<file path="config.mk">
export PLATFORM = sky130hd
export DESIGN_NAME = skip_sched
export DESIGN_NICKNAME = d
export VERILOG_FILES = /design/src/rtl/skip_pkg.sv /design/src/rtl/skip_masktab.sv /design/src/rtl/skip_sched.sv
export SDC_FILE = /design/constraint.sdc
export NUM_CORES = 1
export LEC_CHECK = 0
export ABC_CLOCK_PERIOD_IN_PS = 4000
export CAP_MARGIN = 20
export CORE_MARGIN = 2
export CORE_UTILIZATION = 59
export CTS_BUF_LIST = sky130_fd_sc_hd__clkbuf_8
export DETAILED_ROUTE_END_ITERATION = 6
export GPL_TIMING_DRIVEN = 1
export PLACE_DENSITY_LB_ADDON = 0.2
export RECOVER_POWER = 50
export SYNTH_ARGS = -nofsm -noshare
export SYNTH_HDL_FRONTEND = slang
export SYNTH_SLANG_ARGS = --single-unit
</file>
<file path="constraint.sdc">
create_clock -name iCLK -period 4 [get_ports iCLK]
set_input_delay 1.2 -clock iCLK [delete_from_list [all_inputs] [get_ports iCLK]]
set_output_delay 1.2 -clock iCLK [all_outputs]
set_load 0.01 [all_outputs]
</file>
<file path="src/rtl/skip_pkg.sv">
// Shared constants, FSM state encoding and table-entry layout for the skip-ring scheduler.
package skip_pkg;

   localparam int LEN_DEF   = 16;
   localparam int DEPTH_DEF = 4;
   localparam int REPW_DEF  = 8;

   typedef enum logic [1:0] {
      ST_IDLE = 2'd0,
      ST_LOAD = 2'd1,
      ST_RUN  = 2'd2
   } state_t;

   // Entry layout at the default widths; modules build the same {mask, rep} shape from their parameters.
   typedef struct packed {
      logic [LEN_DEF-1:0]  mask;
      logic [REPW_DEF-1:0] rep;
   } entry_t;

endpackage

</file>
<file path="src/rtl/skip_masktab.sv">
// Mask/revolution table: one write port, one asynchronous read port, cleared by reset.
module skip_masktab
   import skip_pkg::*;
#(
   parameter int LEN   = LEN_DEF,
   parameter int DEPTH = DEPTH_DEF,
   parameter int REPW  = REPW_DEF,
   parameter int AW    = $clog2(DEPTH)
) (
   input  logic            iCLK,
   input  logic            nRST,
   input  logic            WE,
   input  logic [AW-1:0]   WADDR,
   input  logic [LEN-1:0]  WMASK,
   input  logic [REPW-1:0] WREP,
   input  logic [AW-1:0]   RADDR,
   output logic [LEN-1:0]  RMASK,
   output logic [REPW-1:0] RREP
);

   typedef struct packed {
      logic [LEN-1:0]  mask;
      logic [REPW-1:0] rep;
   } tab_entry_t;

   tab_entry_t             tab_reg [DEPTH];
   logic       [DEPTH-1:0] we_vec;

   genvar gi;
   generate
      for (gi = 0; gi < DEPTH; gi++) begin : g_we
         assign we_vec[gi] = WE && (WADDR == AW'(gi));
      end
   endgenerate

   always_ff @(posedge iCLK) begin
      for (int i = 0; i < DEPTH; i++) begin
         if (!nRST)
            tab_reg[i] <= '0;
         else if (we_vec[i])
            tab_reg[i] <= '{mask: WMASK, rep: WREP};
      end
   end

   assign RMASK = tab_reg[RADDR].mask;
   assign RREP  = tab_reg[RADDR].rep;

endmodule

</file>
<file path="src/rtl/skip_sched.sv">
// Skip-ring mask sequencer: steps through table entries, holding each mask for its revolution count.
// Optional SKIP_SCHED_LOOP_EN: wrap to entry 0 at end of sequence instead of finishing.
module skip_sched
   import skip_pkg::*;
#(
   parameter int LEN   = LEN_DEF,
   parameter int DEPTH = DEPTH_DEF,
   parameter int REPW  = REPW_DEF
) (
   input  logic                     iCLK,
   input  logic                     nRST,
   input  logic                     START,
   input  logic                     STOP,
   input  logic                     WE,
   input  logic [$clog2(DEPTH)-1:0] WADDR,
   input  logic [LEN-1:0]           WMASK,
   input  logic [REPW-1:0]          WREP,
   input  logic [$clog2(DEPTH):0]   COUNT,
   input  logic                     B0,
   output logic [LEN-1:0]           MASK,
   output logic                     E,
   output logic                     RRST,
   output logic                     BUSY,
   output logic                     DONE,
   output logic [$clog2(DEPTH)-1:0] IDX
);

   localparam int AW = $clog2(DEPTH);
   localparam int CW = AW + 1;

   state_t          state_reg, state_next;
   logic [AW-1:0]   idx_reg, idx_next;
   logic [LEN-1:0]  mask_reg, mask_next;
   logic [REPW-1:0] rep_reg, rep_next;
   logic            b0_prev_reg, b0_prev_next;
   logic            done_reg, done_next;
   logic            adv;
   logic [LEN-1:0]  tab_mask;
   logic [REPW-1:0] tab_rep;
   logic [CW-1:0]   cnt_eff;
   logic            last_entry;
`ifdef SKIP_SCHED_LOOP_EN
   logic            live_reg, live_next;
   logic            adv_live;
`endif

   skip_masktab #(.LEN(LEN), .DEPTH(DEPTH), .REPW(REPW)) u_tab (
      .iCLK  (iCLK),
      .nRST  (nRST),
      .WE    (WE),
      .WADDR (WADDR),
      .WMASK (WMASK),
      .WREP  (WREP),
      .RADDR (idx_reg),
      .RMASK (tab_mask),
      .RREP  (tab_rep)
   );

   assign cnt_eff    = (COUNT > CW'(DEPTH)) ? CW'(DEPTH) : COUNT;
   assign last_entry = (({1'b0, idx_reg} + CW'(1)) >= cnt_eff);

   always_comb begin
      state_next   = state_reg;
      idx_next     = idx_reg;
      mask_next    = mask_reg;
      rep_next     = rep_reg;
      b0_prev_next = b0_prev_reg;
      done_next    = 1'b0;
      adv          = 1'b0;
`ifdef SKIP_SCHED_LOOP_EN
      live_next    = live_reg;
      adv_live     = live_reg;
`endif
      case (state_reg)
         ST_IDLE: begin
            b0_prev_next = 1'b0;
            if (START && !STOP) begin
               if (cnt_eff != '0) begin
                  state_next = ST_LOAD;
                  idx_next   = '0;
`ifdef SKIP_SCHED_LOOP_EN
                  live_next  = 1'b0;
`endif
               end else begin
                  done_next = 1'b1;
               end
            end
         end
         ST_LOAD: begin
            if (STOP) begin
               state_next = ST_IDLE;
            end else begin
               b0_prev_next = 1'b0;
               if (tab_rep != '0) begin
                  mask_next  = tab_mask;
                  rep_next   = tab_rep;
                  state_next = ST_RUN;
`ifdef SKIP_SCHED_LOOP_EN
                  live_next  = 1'b1;
`endif
               end else begin
                  adv = 1'b1;
               end
            end
         end
         ST_RUN: begin
            if (STOP) begin
               state_next = ST_IDLE;
            end else begin
               b0_prev_next = B0;
               if (B0 && !b0_prev_reg) begin
                  rep_next = rep_reg - REPW'(1);
                  if (rep_reg == REPW'(1)) begin
                     adv = 1'b1;
`ifdef SKIP_SCHED_LOOP_EN
                     adv_live = 1'b1;
`endif
                  end
               end
            end
         end
         default: state_next = ST_IDLE;
      endcase

      if (adv) begin
         if (!last_entry) begin
            state_next = ST_LOAD;
            idx_next   = idx_reg + AW'(1);
         end else begin
`ifdef SKIP_SCHED_LOOP_EN
            // A pass where every entry was skipped would spin forever, so finish instead.
            if (adv_live) begin
               state_next = ST_LOAD;
               idx_next   = '0;
               live_next  = 1'b0;
            end else begin
               state_next = ST_IDLE;
               done_next  = 1'b1;
            end
`else
            state_next = ST_IDLE;
            done_next  = 1'b1;
`endif
         end
      end
   end

   always_ff @(posedge iCLK) begin
      if (!nRST) begin
         state_reg   <= ST_IDLE;
         idx_reg     <= '0;
         mask_reg    <= '0;
         rep_reg     <= '0;
         b0_prev_reg <= 1'b0;
         done_reg    <= 1'b0;
`ifdef SKIP_SCHED_LOOP_EN
         live_reg    <= 1'b0;
`endif
      end else begin
         state_reg   <= state_next;
         idx_reg     <= idx_next;
         mask_reg    <= mask_next;
         rep_reg     <= rep_next;
         b0_prev_reg <= b0_prev_next;
         done_reg    <= done_next;
`ifdef SKIP_SCHED_LOOP_EN
         live_reg    <= live_next;
`endif
      end
   end

   assign MASK = mask_reg;
   assign E    = (state_reg == ST_RUN);
   assign RRST = (state_reg != ST_RUN);
   assign BUSY = (state_reg != ST_IDLE);
   assign DONE = done_reg;
   assign IDX  = idx_reg;

endmodule

</file>
==> flow_metrics.env <==
export IMPL_status="finished, violations left"
export IMPL_violations="capacitance limit, slew limit"
export IMPL_first_pass_iters=5
export IMPL_syn_area_um2=5771
export IMPL_timing_fmax_mhz=303.2
export IMPL_remaining_drc_errors=0
export IMPL_place_ws_ns=0.8265
export IMPL_drive_above_1_share_pct=12.62
export IMPL_avgSynthCellArea_um2=12.91
export IMPL_cts_tree="yes"
export IMPL_grt_usage_pct=24.84
export IMPL_r2r_end="MASK[7]"
export IMPL_worst_pin_slew_ns=1.628
export IMPL_syn_inst=447
export IMPL_slew_viol_final=100
export IMPL_finalCritPeriodShare_pct=82.45
export IMPL_fillers=716
export IMPL_overflow=0
export IMPL_die_area_um2=10590
export IMPL_ctsHoldBuffers=0
export IMPL_power_mw=3.027
export IMPL_clkSinkCount=126
export IMPL_final_cells=656
export IMPL_p_switching_mw=0.6351
export IMPL_worst_slack_ns=0.7021
export IMPL_sequentialPowerShare_pct=50.3
export IMPL_power_density_nw_per_um2=438.8
export IMPL_tns_ns=0
export IMPL_critPathLaunchType="flop"
export IMPL_viasPerCell=5.566
export IMPL_portBuffers=56
export IMPL_cts_made_buffers=17
export IMPL_antenna_left=0
export IMPL_cp_end_kind="output pin"
export IMPL_p_clk_share_pct=42.2
export IMPL_wl_um=11980
export IMPL_cellLeakagePower_nw=2.519
export IMPL_ys_warn_count=0
export IMPL_core_um2=9639
export IMPL_synth_fp_nets=492
export IMPL_drtIter0Drc=212
export IMPL_multi_input_area_um2=2121
export IMPL_grt_pass1_vias=3772
export IMPL_htree_num_levels=4
export IMPL_antenna_found_initial=0
export IMPL_reg2regPathDepth=7
export IMPL_post_route_util_pct=71.57
export IMPL_vias=3651
export IMPL_netlist_cell_type_count=47
export IMPL_path_class="reg -> out"
export IMPL_skew_ns=0.009607
export IMPL_cp_max_fo=16
export IMPL_num_rows=36
export IMPL_area_delta_synth_final_pct=19.56
export IMPL_arrival_ns=2.10
export IMPL_register_area_um2=3485
export IMPL_setup_viol=0
export IMPL_power_frac_comb_pct=7.5
export IMPL_slew_headroom_pct=-8.513
export IMPL_min_to="MASK[10]"
export IMPL_hp_class="reg -> reg"
export IMPL_ioPinCount=57
export IMPL_reg2reg_from="IDX[1]"
export IMPL_drt_wirelength_per_cell_um=18.26
export IMPL_synth_seq_cells=126
export IMPL_cts_path_max_buffers=2
export IMPL_dp_cells=624
export IMPL_place_congestion=0.7837
export IMPL_cap_violations=4
export IMPL_postCtsSetupRepairBufs=0
export IMPL_clk_pin_slew_worst_paths_ns=0.07
export IMPL_p_int_mw=2.392
export IMPL_largest_register_ffs=96
export IMPL_grt_max_degree=28
export IMPL_required_ns=2.80
export IMPL_min_period_ns=3.298
export IMPL_hp_start="MASK[10]"
export IMPL_die_h_um=102.9
export IMPL_hold_violations=0
export IMPL_synth_seq_area_share_pct=60.36
export IMPL_hold_depth=2
export IMPL_grt_pass1_wl_um=19050
export IMPL_start_util_pct=59.86
export IMPL_hpwl_um=7141
export IMPL_cts_root_buf="clkbuf_8"
export IMPL_final_nets=555
export IMPL_worst_ir_drop_vdd_mv=0.2452
export IMPL_rsz0062_at_grt="false"
export IMPL_die_x_um=102.9
export IMPL_clk_latency_ns=0.43
export IMPL_diodes=0
export IMPL_r2r_setup_slack_ns=0.95
export IMPL_cts_resized_gates=0
export IMPL_swShare_pct=20.98
-- power groups by stage --
| stage | logic [mW] | clock network (mW) | registers, mW |
|---|---|---|---|
| floorplan | 0.132 | 0 | 1.54 |
| global placement | 0.226 | 0 | 1.54 |
| detailed placement | 0.230 | 0 | 1.55 |
| CTS | 0.234 | 1.29 | 1.52 |
| global route | 0.250 | 1.35 | 1.53 |
| finish | 0.227 | 1.28 | 1.52 |
-- critical path, stage by stage (launching register included) --
cell and delay (ns):
dfxtp_1 0.39, inv_1 0.08, ha_1 0.34, inv_2 0.26
clkdlybuf4s50_1 0.58
-- worst max-delay path by stage --
stage | to | startpoint | depth (start not counted) | slack (ns)
detailed placement | IDX[0] | COUNT[0] | 9 | 0.83
floorplan | u_tab.tab_reg[2][0] | WADDR[0] | 2 | 0.45
finish | RRST | state_reg[0] | 4 | 0.70
CTS | IDX[0] | IDX[0] | 2 | 0.63
global route | RRST | state_reg[0] | 4 | 0.53
global placement | IDX[0] | COUNT[0] | 9 | 0.88
-- cell type report --
| cell class | count | area share [%] |
|---|---|---|
| Multi-Input combinational cell | 287 | 30.74 |
| Clock buffer | 17 | 3.391 |
| Timing Repair Buffer | 68 | 9.104 |
| Inverter | 10 | 0.5441 |
| Clock inverter | 15 | 3.301 |
| Sequential cell | 126 | 50.51 |
| Tap cell | 133 | 2.412 |
-- synth_stat cells (all sizes together) --
| library cell | number | area, µm² |
|---|---|---|
| and2 | 98 | 615.6 |
| edfxtp | 96 | 2883 |
| nand2 | 51 | 191.4 |
| dfxtp | 30 | 600.6 |
| a21oi | 24 | 120.1 |
| mux4 | 24 | 540.5 |
| nor2 | 16 | 62.56 |
| clkbuf | 15 | 56.30 |
| o21ai | 11 | 58.80 |
| ha | 10 | 125.1 |
| inv | 10 | 37.54 |
| buf | 9 | 72.56 |
| mux2i | 6 | 60.06 |
| nand2b | 5 | 31.28 |
| nor3 | 5 | 25.02 |
| a21o | 4 | 31.28 |
| nand3 | 4 | 20.02 |
| nor2b | 4 | 25.02 |
| nor3b | 3 | 22.52 |
| nor4 | 3 | 31.28 |
| a2bb2oi | 2 | 17.52 |
| and3 | 2 | 12.51 |
| a221o | 1 | 10.01 |
| a31oi | 1 | 6.260 |
| and4 | 1 | 8.760 |
| mux2 | 1 | 15.01 |
| nand3b | 1 | 7.510 |
| o21a | 1 | 7.510 |
| o21bai | 1 | 7.510 |
| o311a | 1 | 10.01 |
| o311ai | 1 | 8.760 |
| o31a | 1 | 8.760 |
| o31ai | 1 | 7.510 |
| o32ai | 1 | 8.760 |
| or2 | 1 | 6.260 |
| xnor2 | 1 | 8.760 |
| xor2 | 1 | 8.760 |
-- cells in the final DEF (no fill, tap or decap), types with 3 or more instances in the layout --
cell             count
inv_1               11
nor3_1               5
a21o_1               3
clkbuf_8            17
nand3_1              4
mux2i_1              6
o21ai_0              9
dfxtp_1             29
clkdlybuf4s50_1     55
and2_0               9
nand2b_1             5
a21oi_1             24
clkbuf_1             6
nor3b_1              3
mux4_2              24
clkinv_1             3
nor2_1              15
nand2_1             51
bufinv_16            6
nor2b_1              4
buf_4                6
ha_1                10
edfxtp_1            96
and2_1              88
-- metrics by stage --
step	instance area [µm²]	hold slack [ns]
2_1_floorplan	5771	0.4599
3_3_place_gp	6475	0.4405
3_5_place_dp	6475	0.4483
4_1_cts	6937	0.4582
5_1_grt	6899	0.4871
6_report	6899	0.4556
-- logic make-up (layout without fill, tap and decap cells) --
family	count (synthesis)	in the layout	share of synthesized area [%]
XOR/XNOR	2	2	0.3036
flip-flops	126	126	60.36
multiplexers	31	31	10.67
adder cells (fa/ha/maj)	10	10	2.168
buffers and inverters	34	110	2.884
AND/OR/NAND/NOR	194	194	18.37
AO/OA/AOI/OAI	50	50	5.248
-- metal layers --
layer / share of wire (%) / global-route usage [%] / routed length [µm] / vias up
li1: - / - / - / 1720
met1: 41 / 31.88 / 4955 / 1773
met2: 50 / 40.51 / 5965 / 132
met3: 6.3 / 6.441 / 751 / 26
met4: 2.6 / 10.43 / 307 / 0
met5: 0 / 0 / 0 / -
(Power assumes the default switching activity.)
